[src/rtl/sram_arb_pkg.sv]
// Shared types and constants for the three-port SRAM arbiter.
package sram_arb_pkg;

    localparam int AW_DEFAULT = 20;
    localparam int DW_DEFAULT = 16;

    localparam int DISP = 0;
    localparam int LOAD = 1;
    localparam int COMP = 2;

    typedef enum logic [2:0] {
        ARB,
        READ,
        WSETUP,
        WPULSE,
        WHOLD
    } state_t;

endpackage

[src/rtl/sram_arb_rr.sv]
// Two-way round-robin pick between loader (bit0) and compute (bit1).
module sram_arb_rr (
    input  logic       clk,
    input  logic       rst,
    input  logic [1:0] req,
    input  logic       advance,
    output logic [1:0] pick
);

    logic last_comp;

    // NOTE: every always_comb output gets a default first so no path can infer a latch.
    always_comb begin
        pick = req;
        if (req == 2'b11) begin
            pick = last_comp ? 2'b01 : 2'b10;
        end
    end

    // NOTE: state registers use non-blocking assignment so all flops update together at the edge.
    always_ff @(posedge clk or negedge rst) begin
        if (!rst) begin
            last_comp <= 1'b1;
        end else if (advance && (pick != 2'b00)) begin
            last_comp <= pick[1];
        end
    end

endmodule

[src/rtl/sram_arbiter.sv]
// Arbitrates display, loader and compute requesters onto one asynchronous SRAM.
module sram_arbiter
    import sram_arb_pkg::*;
#(
    parameter int AW = AW_DEFAULT,
    parameter int DW = DW_DEFAULT
) (
    input  logic                clk,
    input  logic                rst,
    input  logic [2:0]          req,
    input  logic [2:0]          we,
    input  logic [3*AW-1:0]     addr,
    input  logic [3*(DW/8)-1:0] be,
    input  logic [3*DW-1:0]     wdata,
    output logic [2:0]          gnt,
    output logic [DW-1:0]       rdata,
    output logic [2:0]          rvalid,
    output logic                busy,
    output logic [AW-1:0]       sram_addr,
    output logic [DW-1:0]       sram_dq_o,
    output logic                sram_dq_oe,
    input  logic [DW-1:0]       sram_dq_i,
    output logic                sram_ce_n,
    output logic                sram_oe_n,
    output logic                sram_we_n,
    output logic                sram_ub_n,
    output logic                sram_lb_n
);

    localparam int BW = DW / 8;

    state_t          state, next_state;
    logic [1:0]      rr_pick;
    logic            rr_advance;
    logic [2:0]      win;
    logic            win_write;
    logic [AW-1:0]   addr_q;
    logic [DW-1:0]   wdata_q;
    logic [BW-1:0]   be_q;
    logic [2:0]      owner_q;

    sram_arb_rr u_rr (
        .clk     (clk),
        .rst     (rst),
        .req     (req[COMP:LOAD]),
        .advance (rr_advance),
        .pick    (rr_pick)
    );

    // Display preempts the loader/compute rotation outright.
    always_comb begin
        win = {rr_pick, 1'b0};
        if (req[DISP]) begin
            win = 3'b001;
        end
        win_write  = |(we & win & 3'b110);
        rr_advance = (state == ARB) && !req[DISP];
        gnt        = (state == ARB) ? win : 3'b000;
    end

    always_comb begin
        next_state = state;
        case (state)
            ARB:     if (win != 3'b000) next_state = win_write ? WSETUP : READ;
            READ:    next_state = ARB;
            WSETUP:  next_state = WPULSE;
            WPULSE:  next_state = WHOLD;
            WHOLD:   next_state = ARB;
            default: next_state = ARB;
        endcase
    end

    always_ff @(posedge clk or negedge rst) begin
        if (!rst) begin
            state <= ARB;
        end else begin
            state <= next_state;
        end
    end

    // NOTE: datapath registers are reset too, so the pads present a defined address/data during reset.
    always_ff @(posedge clk or negedge rst) begin
        if (!rst) begin
            addr_q  <= '0;
            wdata_q <= '0;
            be_q    <= '0;
            owner_q <= '0;
            rdata   <= '0;
            rvalid  <= '0;
        end else begin
            rvalid <= (state == READ) ? owner_q : 3'b000;
            if (state == READ) begin
                rdata <= sram_dq_i;
            end
            if (state == ARB && win != 3'b000) begin
                owner_q <= win;
                for (int i = 0; i < 3; i++) begin
                    if (win[i]) begin
                        addr_q  <= addr[i*AW +: AW];
                        wdata_q <= wdata[i*DW +: DW];
                        be_q    <= be[i*BW +: BW];
                    end
                end
            end
        end
    end

    // Strobes decode straight from the state register so reset releases the bus immediately.
    always_comb begin
        sram_ce_n  = 1'b1;
        sram_oe_n  = 1'b1;
        sram_we_n  = 1'b1;
        sram_ub_n  = 1'b1;
        sram_lb_n  = 1'b1;
        sram_dq_oe = 1'b0;
        case (state)
            READ: begin
                sram_ce_n = 1'b0;
                sram_oe_n = 1'b0;
                sram_ub_n = 1'b0;
                sram_lb_n = 1'b0;
            end
            WSETUP, WPULSE, WHOLD: begin
                sram_ce_n  = 1'b0;
                sram_dq_oe = 1'b1;
                sram_ub_n  = ~be_q[BW-1];
                sram_lb_n  = ~be_q[0];
                sram_we_n  = (state != WPULSE);
            end
            default: ;
        endcase
    end

    assign busy      = (state != ARB);
    assign sram_addr = addr_q;
    assign sram_dq_o = wdata_q;

endmodule

[config.mk]
export PLATFORM = sky130hd
export DESIGN_NAME = sram_arbiter
export DESIGN_NICKNAME = d
export VERILOG_FILES = /design/src/rtl/sram_arb_pkg.sv /design/src/rtl/sram_arb_rr.sv /design/src/rtl/sram_arbiter.sv
export SDC_FILE = /design/constraint.sdc
export NUM_CORES = 1
export LEC_CHECK = 0
export CORE_ASPECT_RATIO = 1.25
export CORE_MARGIN = 2
export CORE_UTILIZATION = 32
export CTS_CLUSTER_SIZE = 10
export DETAILED_ROUTE_END_ITERATION = 12
export GPL_ROUTABILITY_DRIVEN = 0
export HOLD_SLACK_MARGIN = 0.08
export PLACE_DENSITY = 0.76
export SLEW_MARGIN = 0
export SYNTH_ARGS = -nofsm -noshare
export SYNTH_HDL_FRONTEND = slang
export SYNTH_SLANG_ARGS = --single-unit
[constraint.sdc]
create_clock -name clk -period 1.6 [get_ports clk]
set_clock_uncertainty 0.2 [all_clocks]
set_input_delay 0.32 -clock clk [delete_from_list [all_inputs] [get_ports clk]]
set_output_delay 0.32 -clock clk [all_outputs]
set_load 0.01 [all_outputs]
**Word-level counts from Yosys, hierarchy flattened**

Cells that the tools add are included.
Widths: inputs -> output; s select.

- Bits in registers: 64
- Output and inout bits: 65

- Equality and inequality tests: 7
- Multiplexer cells: 23
- Bitwise operators: 3
- Reduce and logical (&&, ||, !) cells: 12

Operators by type and width:

| kind | number |
|---|---|
| $mux 20 | 3 |
| $mux 16 | 3 |
| $mux 2 | 6 |
| $mux 3 | 4 |
| $pmux 3 s3 | 1 |
| $eq 3x2->1 const B | 2 |
| $reduce_bool 3->1 | 2 |
| $mux 1 | 4 |
| $pmux 1 s2 | 2 |
| $reduce_or 4->1 | 1 |
| $and 3x3->3 | 1 |
| $eq 3x1->1 const B | 1 |
| $eq 3x3->1 const B | 1 |
| $logic_and 1x1->1 | 3 |
| $logic_not 3->1 | 1 |
| $ne 3x2->1 const B | 1 |
| $reduce_or 3->1 | 1 |
| $eq 2x2->1 const B | 1 |
| $ne 2x2->1 const B | 1 |
| $not 1->1 | 2 |
| $reduce_and 2->1 | 1 |
| $reduce_bool 2->1 | 1 |
| $reduce_or 2->1 | 1 |
| $logic_not 1->1 | 1 |

**Longest topological paths before layout**

- Depth after elaboration: 8
- Depth in mapped cells: 7
- Depth with buffers taken out: 5

**Cells and area by module**

A second synthesis with hierarchy kept.

- Cells, all modules: 391
- Area, all modules: 3767.4 sq um

Modules (own cells, without submodules):

| module | instances | cells each | area an instance (sq um) |
|---|---|---|---|
| sram_arbiter | 1 | 385 | 3711.1 |
| sram_arb_rr | 1 | 6 | 56.3 |

**Worst setup path before layout**

Ideal clock, no wire load.

- Path kind: reg-to-reg
- Start point: reg state[1]
- End point: reg wdata_q[10], in the netlist sram_dq_o[10]
- Arrival time: 1.336 ns
- Required time: 1.278 ns
- Setup slack: -0.058 ns
- Stages on the path, launching flop included: 8
- Period minus slack after synthesis: 1.658 ns
- Cells stage by stage: dfrtp_1 -> nor3_4 -> inv_2 -> a21o_1 -> buf_6 -> buf_6 -> nand2_1 -> o21ai_2

- Cells in the longest elaborated chain, start to end: 3

RTL lines:

| element | RTL line | source |
|---|---|---|
| start, declared | sram_arbiter.sv:32 | `state_t state, next_state;` |
| start signal, assigned | sram_arbiter.sv:77 | `state <= next_state;` |
| $logic_not 3->1 | sram_arbiter.sv:95 | `if (state == ARB && win != 3'b000) begin` |
| $logic_and 1x1->1 | sram_arbiter.sv:95 |  |
| $reduce_and 2->1 (no source line) | -- |  |
| end signal, assigned | sram_arbiter.sv:100 | `wdata_q <= wdata[i*DW +: DW];` |
| end, declared | sram_arbiter.sv:38 | `logic [DW-1:0] wdata_q;` |

No other way between the ends.
A chain may end at the register's enable or synchronous reset.

**Worst setup path after layout**

- Start point: reg state[1]
- End point: reg wdata_q[9], in the netlist sram_dq_o[9]

The elaborated chain is that of the path after synthesis.

==> impl_metrics.json <==
{
  "status": "finished, violations left",
  "violations": "setup timing",
  "slew_violations": 0,
  "ant_nets": 0,
  "fillerInstances": 678,
  "fin_crit_sh_pct": 129,
  "critical_path_class": "reg2reg",
  "die_area_sq_um": 10200,
  "cp-endpoint": "sram_dq_o[9]",
  "r2r_end": "sram_dq_o[9]",
  "leakage_nw": 2.77,
  "worst_slack_ns": -0.460,
  "multi_input_area_sq_um": 1610,
  "drt_iter0_markers": 108,
  "critPathMaxFanout": 6,
  "cts_max_level": 3,
  "final-seq-area_sq_um": 1610,
  "rows": 39,
  "grt_pass1_vias": 3557,
  "yosysTopAreaCellShare_pct": 52.5,
  "wl_per_cell_um": 18.5,
  "instances_no_fill": 665,
  "start_util_pct": 32.9,
  "reg2reg_slack_ns": -0.46,
  "grt.total_usage_pct": 23.8,
  "ir_drop_v": 0.000930,
  "start_kind": "register",
  "async_flop_share_pct": 100,
  "cts-buffers-inserted": 9,
  "clock_tree.buffer_depth": 2,
  "cts_tree": "done",
  "ys.flop_type": "dfrtp_1",
  "yosys.area.top_type": "dfrtp_1",
  "dpl.cell_count": 620,
  "die_y_um": 112,
  "ys_ff_latch": 64,
  "hpwl_um": 7510,
  "drive_above_1_share_pct": 34.5,
  "finalSetupViolCount": 65,
  "post-route-util_pct": 70.3,
  "syn_nets": 434,
  "ff2ff_path_depth": 10,
  "yosysUniqueCellTypes": 29,
  "io-pin-count": 203,
  "synth_common_cells": "dfrtp_1 (63), nand2_1 (39), o22ai_1 (38)",
  "syn_avg_cell_area_sq_um": 10.1,
  "p_per_area_nw_per_um2": 2010,
  "portBuffers": 201,
  "netlist_instances": 296,
  "fmax_ghz": 0.485,
  "yosysWarnings": 0,
  "endpoint_kind": "register",
  "max_slew_margin_pct": 55.4,
  "nNetsFinal": 675,
  "seq_area_frac_synth_pct": 53.4,
  "hp-class": "in2async",
  "max_cap_viol_count": 0,
  "chipWidth_um": 90.6,
  "antenna_found_initial": 0,
  "drt_wl_total_um": 12300,
  "clock-sinks": 64,
  "cp-startpoint": "state[1]",
  "grt_max_degree": 40,
  "tns_ns": -20.23,
  "clock_latency_ns": 0.32,
  "synth_edf_count": 0,
  "grt_pass1_wl_um": 18700,
  "hold_viol_final": 0,
  "rsz0062_at_grt": "true",
  "root_buffer": "clkbuf_16",
  "reg2reg_from": "state[1]",
  "drc": 0,
  "syn_area_sq_um": 3000,
  "yosysMostFrequentCell": "dfrtp_1",
  "tightest_slew_ns": 0.668,
  "arrival_ns": 2.10,
  "total_power_mw": 12.9,
  "num_vias": 3347,
  "overflow": 0,
  "syn_to_final_growth_pct": 114,
  "dr.pass1.iters": 4,
  "diodes": 0,
  "vias_per_cell": 5.03,
  "path_clk_slew_ns": 0.06,
  "required_ns": 1.64,
  "core_sq_um": 9130,
  "min_period_ns": 2.06,
  "synth_area_leaders": "dfrtp_1 (53%), o22ai_1 (7.9%), mux2_2 (6.4%)"
}
-- metal layers --
layer / vias to the layer above / track usage (%) / routed length, um
met2: 132 / 44.3 / 6740
li1: 1567 / - / -
met5: - / 0 / 0
met1: 1629 / 25.9 / 4620
met4: 0 / 9.85 / 270
met3: 19 / 5.44 / 699
-- cells by family (layout without fill, tap and decap cells) --
logic type | Yosys count | after routing | synth area share, %
DFF | 64 | 64 | 53.4
AOI/OAI and AO/OA | 128 | 128 | 26.0
and+or+nand+nor | 61 | 62 | 9.34
buffers and inverters | 26 | 271 | 4.88
muxes | 17 | 17 | 6.38
-- critical path, cell delays in order, from the launching register on --
cell,delay (ns)
dfrtp_2,0.46
nor3_4,0.26
inv_4,0.09
buf_6,0.14
a21oi_4,0.13
buf_12,0.13
buf_8,0.10
buf_12,0.11
buf_16,0.11
o21ai_4,0.05
o21ai_2,0.20
-- state kept, by name, summed over array words and instances (netlist names) --
name	flops
owner_q	3
rvalid	3
rdata	16
state	3
sram_dq_o	16
be_q	2
sram_addr	20
u_rr.last_comp	1
-- how the worst min path moves through the flow --
| stage | cells past startpoint | from | endpoint | slack, ns |
|---|---|---|---|---|
| 2_1_floorplan | 0 | rst | be_q[0] | -0.18 |
| 3_3_place_gp | 1 | rst | owner_q[1] | 0.03 |
| 3_5_place_dp | 1 | rst | owner_q[1] | 0.03 |
| 4_1_cts | 2 | rst | owner_q[1] | 0.21 |
| 5_1_grt | 2 | rst | sram_dq_o[9] | 0.23 |
| 6_report | 2 | rst | sram_dq_o[9] | 0.23 |
-- cells in the final DEF (no fill, tap or decap), types with 7 or more instances in the layout --
master,synthesis,layout
nor2_4,0,7
buf_6,4,18
nand2_2,0,18
o21ai_2,20,40
dlygate4sd2_1,0,56
o22ai_1,38,38
nand2_4,0,9
o21ai_1,30,34
buf_12,0,13
buf_4,3,14
buf_16,0,8
dfrtp_1,63,60
nand2_1,39,12
clkbuf_16,0,9
mux2_4,0,10
clkdlybuf4s50_1,0,133
mux2_2,17,7
-- what timing repair did --
action | CTS | global route
hold endpoints to repair | 64 | 0
cloned | 10 | 0
resized for setup | 187 | 58
hold buffers | 1 | 0
pin swaps | 22 | 19
endpoints found under the setup margin | 126 | 72
setup buffers | 17 | 5
-- metrics by stage --
step	area, sq um	setup slack [ns]	hold WS, ns
after floorplan	3030	-0.0381	-0.176
after global placement	5320	-0.789	0.0309
after detailed placement	5320	-0.848	0.0283
after CTS	6190	-0.378	0.212
after global routing	6410	-0.543	0.233
final	6410	-0.460	0.227
-- report_power, final --
group	internal, mW	switching [mW]
Sequential	2.46	0.559
Combinational	4.36	3.39
Clock	1.36	0.749
-- cell type report --
cell class / instances / area share [%]
Multi-Input combinational cell: 207 / 25.0
Sequential cell: 64 / 25.1
Timing Repair Buffer: 251 / 42.2
Clock buffer: 9 / 3.51
Inverter: 4 / 0.273
Clock inverter: 7 / 1.50
Tap cell: 123 / 2.40
(Power assumes the default switching activity.)
